===== src/rtl/mul_add_uu.sv =====
// mul_add_uu: sequential unsigned multiply-add, o_result = A*B + C.
// One multiplier bit per cycle, LSB first, fixed WIDTH-cycle latency.
module mul_add_uu #(
  parameter int WIDTH = 8
) (
  input  logic               i_clk,
  input  logic               reset,
  input  logic               i_enable,
  input  logic [WIDTH-1:0]   i_multiplicand,
  input  logic [WIDTH-1:0]   i_multiplier,
  input  logic [WIDTH-1:0]   i_addend,
  output logic [2*WIDTH-1:0] o_result,
  output logic               o_valid,
  output logic               o_busy
);

  localparam int RW = 2 * WIDTH;
  localparam int CW = $clog2(WIDTH + 1);
  localparam logic [CW-1:0] LAST = CW'(WIDTH - 1);
  localparam logic [CW-1:0] ONE  = CW'(1);

  typedef enum logic [1:0] {
    IDLE = 2'd0,
    RUN  = 2'd1,
    DONE = 2'd2
  } state_t;

  state_t state_q;
  state_t state_d;

  // a_q is A pre-shifted by the step count, so the
  // partial product for step n is simply a_q.
  logic [RW-1:0]    a_q;
  // b_q shifts right each step; bit 0 is the current bit.
  logic [WIDTH-1:0] b_q;
  logic [RW-1:0]    acc_q;
  logic [RW-1:0]    acc_sum;
  logic [RW-1:0]    result_q;
  logic [CW-1:0]    cnt_q;
  logic             valid_q;
  logic             start;
  logic             last_step;

  // Next-state decode and step strobes.
  always_comb begin
    state_d   = state_q;
    start     = 1'b0;
    last_step = 1'b0;
    unique case (state_q)
      IDLE: begin
        if (i_enable) begin
          start   = 1'b1;
          state_d = RUN;
        end
      end
      RUN: begin
        if (cnt_q == LAST) begin
          last_step = 1'b1;
          state_d   = DONE;
        end
      end
      DONE: begin
        state_d = IDLE;
      end
      default: begin
        state_d = IDLE;
      end
    endcase
  end

  // Accumulator plus this step's partial product.
  // The true sum never exceeds 2^(2W)-2^W, so RW bits
  // hold every intermediate value without wrap.
  always_comb begin
    acc_sum = acc_q;
    if (b_q[0]) begin
      acc_sum = acc_q + a_q;
    end
  end

  // State register.
  always_ff @(posedge i_clk) begin
    if (reset) begin
      state_q <= IDLE;
    end else begin
      state_q <= state_d;
    end
  end

  // Operand capture and shift-add datapath.
  always_ff @(posedge i_clk) begin
    if (reset) begin
      a_q   <= '0;
      b_q   <= '0;
      acc_q <= '0;
      cnt_q <= '0;
    end else if (start) begin
      a_q   <= {{WIDTH{1'b0}}, i_multiplicand};
      b_q   <= i_multiplier;
      acc_q <= {{WIDTH{1'b0}}, i_addend};
      cnt_q <= '0;
    end else if (state_q == RUN) begin
      a_q   <= a_q << 1;
      b_q   <= b_q >> 1;
      acc_q <= acc_sum;
      cnt_q <= cnt_q + ONE;
    end
  end

  // Publish the final sum once; hold it until the next.
  always_ff @(posedge i_clk) begin
    if (reset) begin
      result_q <= '0;
      valid_q  <= 1'b0;
    end else begin
      valid_q <= 1'b0;
      if (last_step) begin
        result_q <= acc_sum;
        valid_q  <= 1'b1;
      end
    end
  end

  assign o_result = result_q;
  assign o_valid  = valid_q;
  assign o_busy   = (state_q != IDLE);

endmodule


===== config.mk =====
export PLATFORM = sky130hd
export DESIGN_NAME = mul_add_uu
export DESIGN_NICKNAME = d
export VERILOG_FILES = /design/src/rtl/mul_add_uu.sv
export SDC_FILE = /design/constraint.sdc
export NUM_CORES = 1
export LEC_CHECK = 0
export CORE_ASPECT_RATIO = 0.7
export CORE_MARGIN = 2
export CORE_UTILIZATION = 49
export DETAILED_ROUTE_END_ITERATION = 10
export PLACE_DENSITY = 0.75
export SLEW_MARGIN = 20
export SYNTH_ARGS = -nofsm -noshare
export SYNTH_HDL_FRONTEND = slang
export SYNTH_SLANG_ARGS = --single-unit
export TNS_END_PERCENT = 10

===== constraint.sdc =====
create_clock -name i_clk -period 2.58 [get_ports i_clk]
set_clock_uncertainty 0.15 [all_clocks]
set_input_delay 0.516 -clock i_clk [delete_from_list [all_inputs] [get_ports i_clk]]
set_output_delay 0.516 -clock i_clk [all_outputs]
set_load 0.03 [all_outputs]

; ---- Word level (Yosys, flattened, before mapping)
; Index checks and enable logic that the tools add are counted.
[op_classes]
mux = 15
addsub = 2
reduce_logical = 5
eq_ne = 4
[op_table]
columns = cell, n
row1 = $mux 8, 6
row2 = $add 16x16->16, 1
row3 = $mux 16, 1
row4 = $mux 1, 5
row5 = $add 4x1->4 const B, 1
row6 = $eq 4x3->1 const B, 1
row7 = $mux 2, 2
row8 = $ne 2x2->1 const B, 2
row9 = $pmux 2 s2, 1
row10 = $reduce_bool 2->1, 2
row11 = $eq 2x1->1 const B, 1
row12 = $logic_not 2->1, 1
row13 = $reduce_and 2->1, 1
row14 = $reduce_or 2->1, 1
[totals]
output_inout_bits = 18
elab_cells = 35
register_bits = 63
in_bits = 27

; ---- Longest topological paths before layout
; Gate-level depths: netlist of run 1.
[depth]
depth_word = 4
mapped_depth = 8
mapped_depth_nobuf = 8

; ---- Least setup slack after synthesis of run 1
; OpenSTA, ideal clock, no wires.
[synth_path]
path_type = reg-to-reg
from = register a_q[0]
to = register result_q[8] (netlist: o_result[8])
stages_incl_launch_ff = 9
arrival_time_ns = 2.381
path_slack_ns = -0.037
required_time_ns = 2.344
cell_sequence = dfxtp_1 ha_1 fa_1 a21o_1 a311o_1 a21o_1 a21oi_1 mux2_2 a211oi_1
[synth_between]
elab_chain_len = 2
[synth_rtl]
columns = element, line_no
row1 = from (decl), 33  ; logic [RW-1:0] a_q;
row2 = from (signal assigned), 98  ; a_q <= {{WIDTH{1'b0}}, i_multiplicand};
row3 = from (signal assigned), 103  ; a_q <= a_q << 1;
row4 = $add 16x16->16, 77  ; acc_sum = acc_q + a_q;
row5 = $mux 16, 76  ; if (b_q[0]) begin
row6 = to (signal assigned), 118  ; result_q <= acc_sum;
row7 = to (decl), 38  ; logic [RW-1:0] result_q;
; No other way between the ends.
; A chain may end at the register's enable or synchronous reset.

; ---- Worst setup path in the final report of run 1
[layout_path]
from = register acc_q[2]
to = register result_q[15] (netlist: o_result[15])
[layout_between]
elab_chain_len = 2
[layout_rtl]
columns = element, line_no
row1 = from (decl), 36  ; logic [RW-1:0] acc_q;
row2 = from (signal assigned), 100  ; acc_q <= {{WIDTH{1'b0}}, i_addend};
row3 = from (signal assigned), 105  ; acc_q <= acc_sum;
row4 = $add 16x16->16, 77
row5 = $mux 16, 76
; No other way between the ends.

==> reports/qor.txt, run 1 <==
outcome - finished clean
final hold violation count - 0
Starting DRT DRC Count - 327
Worst IR Drop VDD - 0.000318 V
layout cells sized above 1 - 0.174
ANT cells - 0
Synth cell types - 50
vias in the first global route - 2982
Clock Latency Late Sink - 0.34 ns
Num Clock Sinks - 63
vias per cell - 5.81
Post-Syn Area - 3290 µm²
GRT overflow - 0
Initial Util - 0.517
ys async rst share - 0
Achievable Freq - 394 MHz
worst reg2reg setup slack - 0.04 ns
Place WS - -0.0824 ns
Ports - 45
I/O Buffers - 44
final setup TNS - 0 ns
Rel. slew slack - 0.575
RSZ-0062 raised after global routing - true
pin count of the biggest net entering global routing - 41
Syn Nets - 438
drt pass-1 iters - 6
FP Rows - 24
Gate Count Post-Synth - 394
Clk pin slew, worst setup/hold paths - 0.07 ns
Post-synth EDFFs - 0
global-route wire length before repair - 14400 µm
Fillers - 542
top-count cell post-synth - dfxtp_1
CTS Buf Count - 9
antenna viol nets, final - 0
largest area contributor in the netlist - dfxtp_1
Slew @ Worst Pin - 0.635 ns
clock root buffer - clkbuf_8
Slew Limit Fails - 0
CP max FO - 4
Arr. time, crit path - 2.64 ns
# nets final - 493
Final min period - 2.54 ns
CTS tree - done
Setup WS post-layout - 0.0423 ns
Worst setup EP type - flop
Mean Syn Cell Area - 8.35 µm²
Avg WL per Cell - 16.3 µm
PD cells - 546 nW/µm²
GRT Util Overall - 0.251
largest buffer count on any clock path - 2
LEAKAGE - 1.66 nW
Die ar. - 7390 µm²
die width - 102 µm
Req. time, crit path - 2.68 ns
Seq/Total Area, Yosys - 0.384
final clock period utilization by the worst path - 0.984
Layout area overhead - 30.5%
H-Tree Level Count - 3
initial antenna violation count - 0
Seq cells post-synth - 63
synth top area cells - dfxtp_1, a21oi_1, nand2_1
hpwl dp - 5980 µm
top post-synthesis cells by count - dfxtp_1, nand2_1, a21oi_1, nor2_1, clkbuf_1
vias - 3159
kind of start point of the critical path - flop
hold crit path type - flop to flop
Ys Warns - 0
top-area cell type share of the netlist area - 0.384
Post-synth top flop - dfxtp_1
final setup fails - 0
DRC errors left - 0
die span in y - 72.5 µm
core area - 6370 µm²
WL final - 8840 µm
Crit Path Category - flop to flop
Max-Cap Viols - 0
Final Wtd Congestion - 0.866
[critical path: stages, from the launching register on]
cell and delay (ns):
dfxtp_2 0.38, ha_4 0.21, o211ai_1 0.29, o211ai_2 0.18, and3_4 0.19, o311a_4 0.36
or4_1 0.41, a311oi_1 0.27
[final cells by class]
class                           instances  area, µm²  share of cell area
Tap cell                               91        114              0.0265
Multi-Input combinational cell        304       2040               0.475
Sequential cell                        63       1270               0.297
Clock inverter                          3       65.1              0.0152
Clock buffer                           12        165              0.0385
Timing Repair Buffer                   69        628               0.146
Inverter                                2       7.51             0.00175
[kinds of logic after synthesis]
logic type | Yosys count | share of synthesized area
AO/OA/AOI/OAI | 127 | 0.259
XOR/XNOR | 14 | 0.0373
adder cells (fa/ha/maj) | 17 | 0.0670
buffers and inverters | 27 | 0.0358
flip-flops | 63 | 0.384
multiplexers | 11 | 0.0369
AND/OR/NAND/NOR | 135 | 0.181
[sequential cells by signal, indices dropped and copies added (netlist names)]
name and count:
o_result 16, acc_q 16, a_q 16, state_q 2
b_q 8, cnt_q 4, o_valid 1
[path summary, 6_finish.rpt]
path	endpoint	depth (start not counted)	start
max	o_result[15]	7	acc_q[2]
min	b_q[1]	2	b_q[1]
max reg2reg	o_result[15]	7	acc_q[2]
min reg2reg	b_q[1]	2	b_q[1]
[metrics by stage]
stage	cell area (µm²)	power [mW]	cells	hold slack, ns	utilization
after floorplan	3290	1.23	394	0.287	-
after global placement	3900	1.34	525	0.296	0.612
after detailed placement	3900	1.34	525	0.298	0.612
after CTS	4140	2.32	541	0.307	0.651
after global routing	4290	2.43	544	0.346	0.674
final	4290	2.34	544	0.307	0.674
[repair_timing]
item | 4_1_cts | 5_1_grt
pin swaps | 2 | 11
gates resized for setup | 2 | 27
cloned | 0 | 0
setup endpoints to repair | 5 | 11
hold buffers | 0 | 0
buffers inserted | 1 | 3
[routing by layer]
layer	part of all wire	track usage
met3	0.076	0.0636
met2	0.43	0.371
met1	0.48	0.362
met4	0.012	0.0726
met5	0	0
[layout by cell type, fill, tap and decap left out, drive strengths merged, types with 3 or more instances in the layout]
master	instances
nand3	10
clkdlybuf4s50	44
and3	4
a22oi	19
nor2	35
a222oi	3
o21ai	9
clkbuf	12
xnor2	7
mux2i	5
a21oi	52
ha	16
dfxtp	63
xor2	7
nor3	3
nand2b	6
a311oi	4
nand2	62
a211oi	13
mux2	6
o211ai	3
a21o	10
or4	4
buf	25
o31ai	3
or3	3
[power by group]
part	internal (mW)	switching (mW)	leakage, nW
combinational	0.143	0.177	1.03
sequential	1.00	0.0280	0.516
clock	0.616	0.375	0.118
Note: power is estimated with default switching activity, not from simulation.
==> run 2: changes to the inputs <==
--- a/config.mk
+++ b/config.mk
@@ -6,10 +6,10 @@
 export NUM_CORES = 1
 export LEC_CHECK = 0
 export CORE_ASPECT_RATIO = 0.7
-export CORE_MARGIN = 2
 export CORE_UTILIZATION = 49
 export DETAILED_ROUTE_END_ITERATION = 10
 export PLACE_DENSITY = 0.75
+export REMOVE_ABC_BUFFERS = 1
 export SLEW_MARGIN = 20
 export SYNTH_ARGS = -nofsm -noshare
 export SYNTH_HDL_FRONTEND = slang
==> reports/qor.txt, run 2 (same netlist as run 1, synthesis figures left out) <==
initial antenna violation count - 0 (unchanged)
Crit Path Category - flop to flop
part of the power in combinational logic - 0.140 (+0.004)
Starting DRT DRC Count - 225 (-31%)
Num Clock Sinks - 63 (unchanged)
most frequent cells in the layout - nand2_1, dfxtp_1, a21oi_1, clkdlybuf4s50_1, nor2_1
GRT overflow - 0 (unchanged)
drt pass-1 iters - 7 (+1)
Design Area, Final - 4250 µm² (-0.96%)
met3 Use GR - 0.0583 (-0.00528)
final core utilization - 0.667 (-0.00649)
hold crit path type - flop to flop
Cell Count, Final, Fillers Out - 549 (+0.92%)
Layout area overhead - 29.2%
most used routing layer - met2
grt met1 use - 0.380 (+0.0177)
Final Wtd Congestion - 0.903 (+4.3%)
largest buffer count on any clock path - 2 (unchanged)
global-route wire length before repair - 14700 µm (+1.8%)
final setup fails - 0 (unchanged)
LEAKAGE - 1.68 nW (+1.1%)
met2 Resource Use GR - 0.416 (+0.0447)
# nets final - 497 (+0.81%)
Rel. slew slack - 0.615 (+0.0400)
Worst IR Drop VDD - 0.000314 V (-1.4%)
outcome - finished clean
Switch Pwr - 0.576 mW (-0.75%)
Req. time, crit path - 2.68 ns (about the same)
GRT Util Overall - 0.270 (+0.0187)
Max-Cap Viols - 0 (unchanged)
most common cell after layout, fill and taps aside - nand2_1
final clock period utilization by the worst path - 0.982 (-0.00156)
die width - 99.9 µm (-2.0%)
RSZ-0062 raised after global routing - true
Final min period - 2.53 ns (-0.00402 ns)
CTS Buf Count - 9 (unchanged)
I/O Buffers - 44 (unchanged)
Avg WL per Cell - 16.1 µm (-0.99%)
Clock Latency Late Sink - 0.34 ns (about the same)
Min Hold Slack - 0.311 ns (+0.00332 ns)
Clk pin slew, worst setup/hold paths - 0.07 ns (about the same)
CP max FO - 4 (unchanged)
DRC errors left - 0 (unchanged)
core area - 6370 µm² (unchanged)
Arr. time, crit path - 2.63 ns (about the same)
clock network fraction of design power - 0.416 (-0.007)
Ports - 45 (unchanged)
Slew Limit Fails - 0 (unchanged)
Achievable Freq - 395 MHz (+0.16%)
final hold violation count - 0 (unchanged)
Pint - 1.75 mW (-0.88%)
Slew @ Worst Pin - 0.575 ns (-0.0598 ns)
Worst setup EP type - flop
clock root buffer - clkbuf_8
vias per cell - 5.81 (+0.12%)
Place WS - -0.142 ns (-0.0599 ns)
ANT cells - 0 (unchanged)
hpwl dp - 6280 µm (+5.1%)
Flop pwr share - 0.444 (+0.004)
H-Tree Level Count - 3 (unchanged)
Power, Total - 2.32 mW (-0.85%)
Fillers - 561 (+3.5%)
pin count of the biggest net entering global routing - 35 (-15%)
PD cells - 547 nW/µm² (+0.11%)
vias - 3192 (+1.0%)
Initial Util - 0.517 (unchanged)
Hold Buf Count CTS - 0 (unchanged)
Placed Area - 3950 µm² (+1.3%)
Net Sw Frac - 0.248 (about the same)
kind of start point of the critical path - flop
CTS tree - done
final setup TNS - 0 ns (unchanged)
Die ar. - 7050 µm² (-4.7%)
WL final - 8840 µm (about the same)
Setup WS post-layout - 0.0463 ns (+0.00402 ns)
Inst Count DP - 532 (+1.3%)
layout cells sized above 1 - 0.157 (-0.0172)
FP Rows - 24 (unchanged)
die span in y - 70.5 µm (-2.8%)
vias in the first global route - 2980 (-0.067%)
antenna viol nets, final - 0 (unchanged)
==> run 2: layout make-up <==
class	count	area [µm²]	area share
Clock buffer	13	159	0.0374
Clock inverter	3	65.1	0.0153
Inverter	2	7.51	0.00177
Multi-Input combinational cell	304	1980	0.466
Sequential cell	63	1260	0.298
Tap cell	91	114	0.0268
Timing Repair Buffer	73	658	0.155
==> run 2: repair_timing <==
item | 4_1_cts | 5_1_grt
setup endpoints to repair | 5 | 9
pin swaps | 2 | 7
gates resized for setup | 4 | 12
buffers inserted | 1 | 0
==> run 2: critical path: stages, from the launching register on <==
cell and delay, ns:
dfxtp_1 0.33, ha_1 0.34, o211ai_1 0.25, o211ai_2 0.17, and3_4 0.21, o311a_1 0.33
or4_1 0.40, a311oi_1 0.26
==> run 2: power by group through the flow <==
stage	clock (mW)	sequential (mW)	combinational, mW
6_report	0.967	1.03	0.325
5_1_grt	1.03	1.03	0.356
4_1_cts	0.982	1.03	0.315
3_5_place_dp	0	1.05	0.310
3_3_place_gp	0	1.05	0.304
2_1_floorplan	0	1.05	0.160
==> run 2: worst paths after layout <==
kind / from / cells after the start / to / slack (ns)
worst max-delay path: a_q[2] / 7 / o_result[15] / 0.05
worst min-delay path: b_q[1] / 2 / b_q[1] / 0.31
worst max register to register: a_q[2] / 7 / o_result[15] / 0.05
worst min register to register: b_q[1] / 2 / b_q[1] / 0.31
==> run 2: per-layer routing <==
metal	routed length [µm]	vias to the layer above
met5	0	-
met4	116	0
met3	624	12
met2	3810	123
met1	4290	1504
li1	-	1553
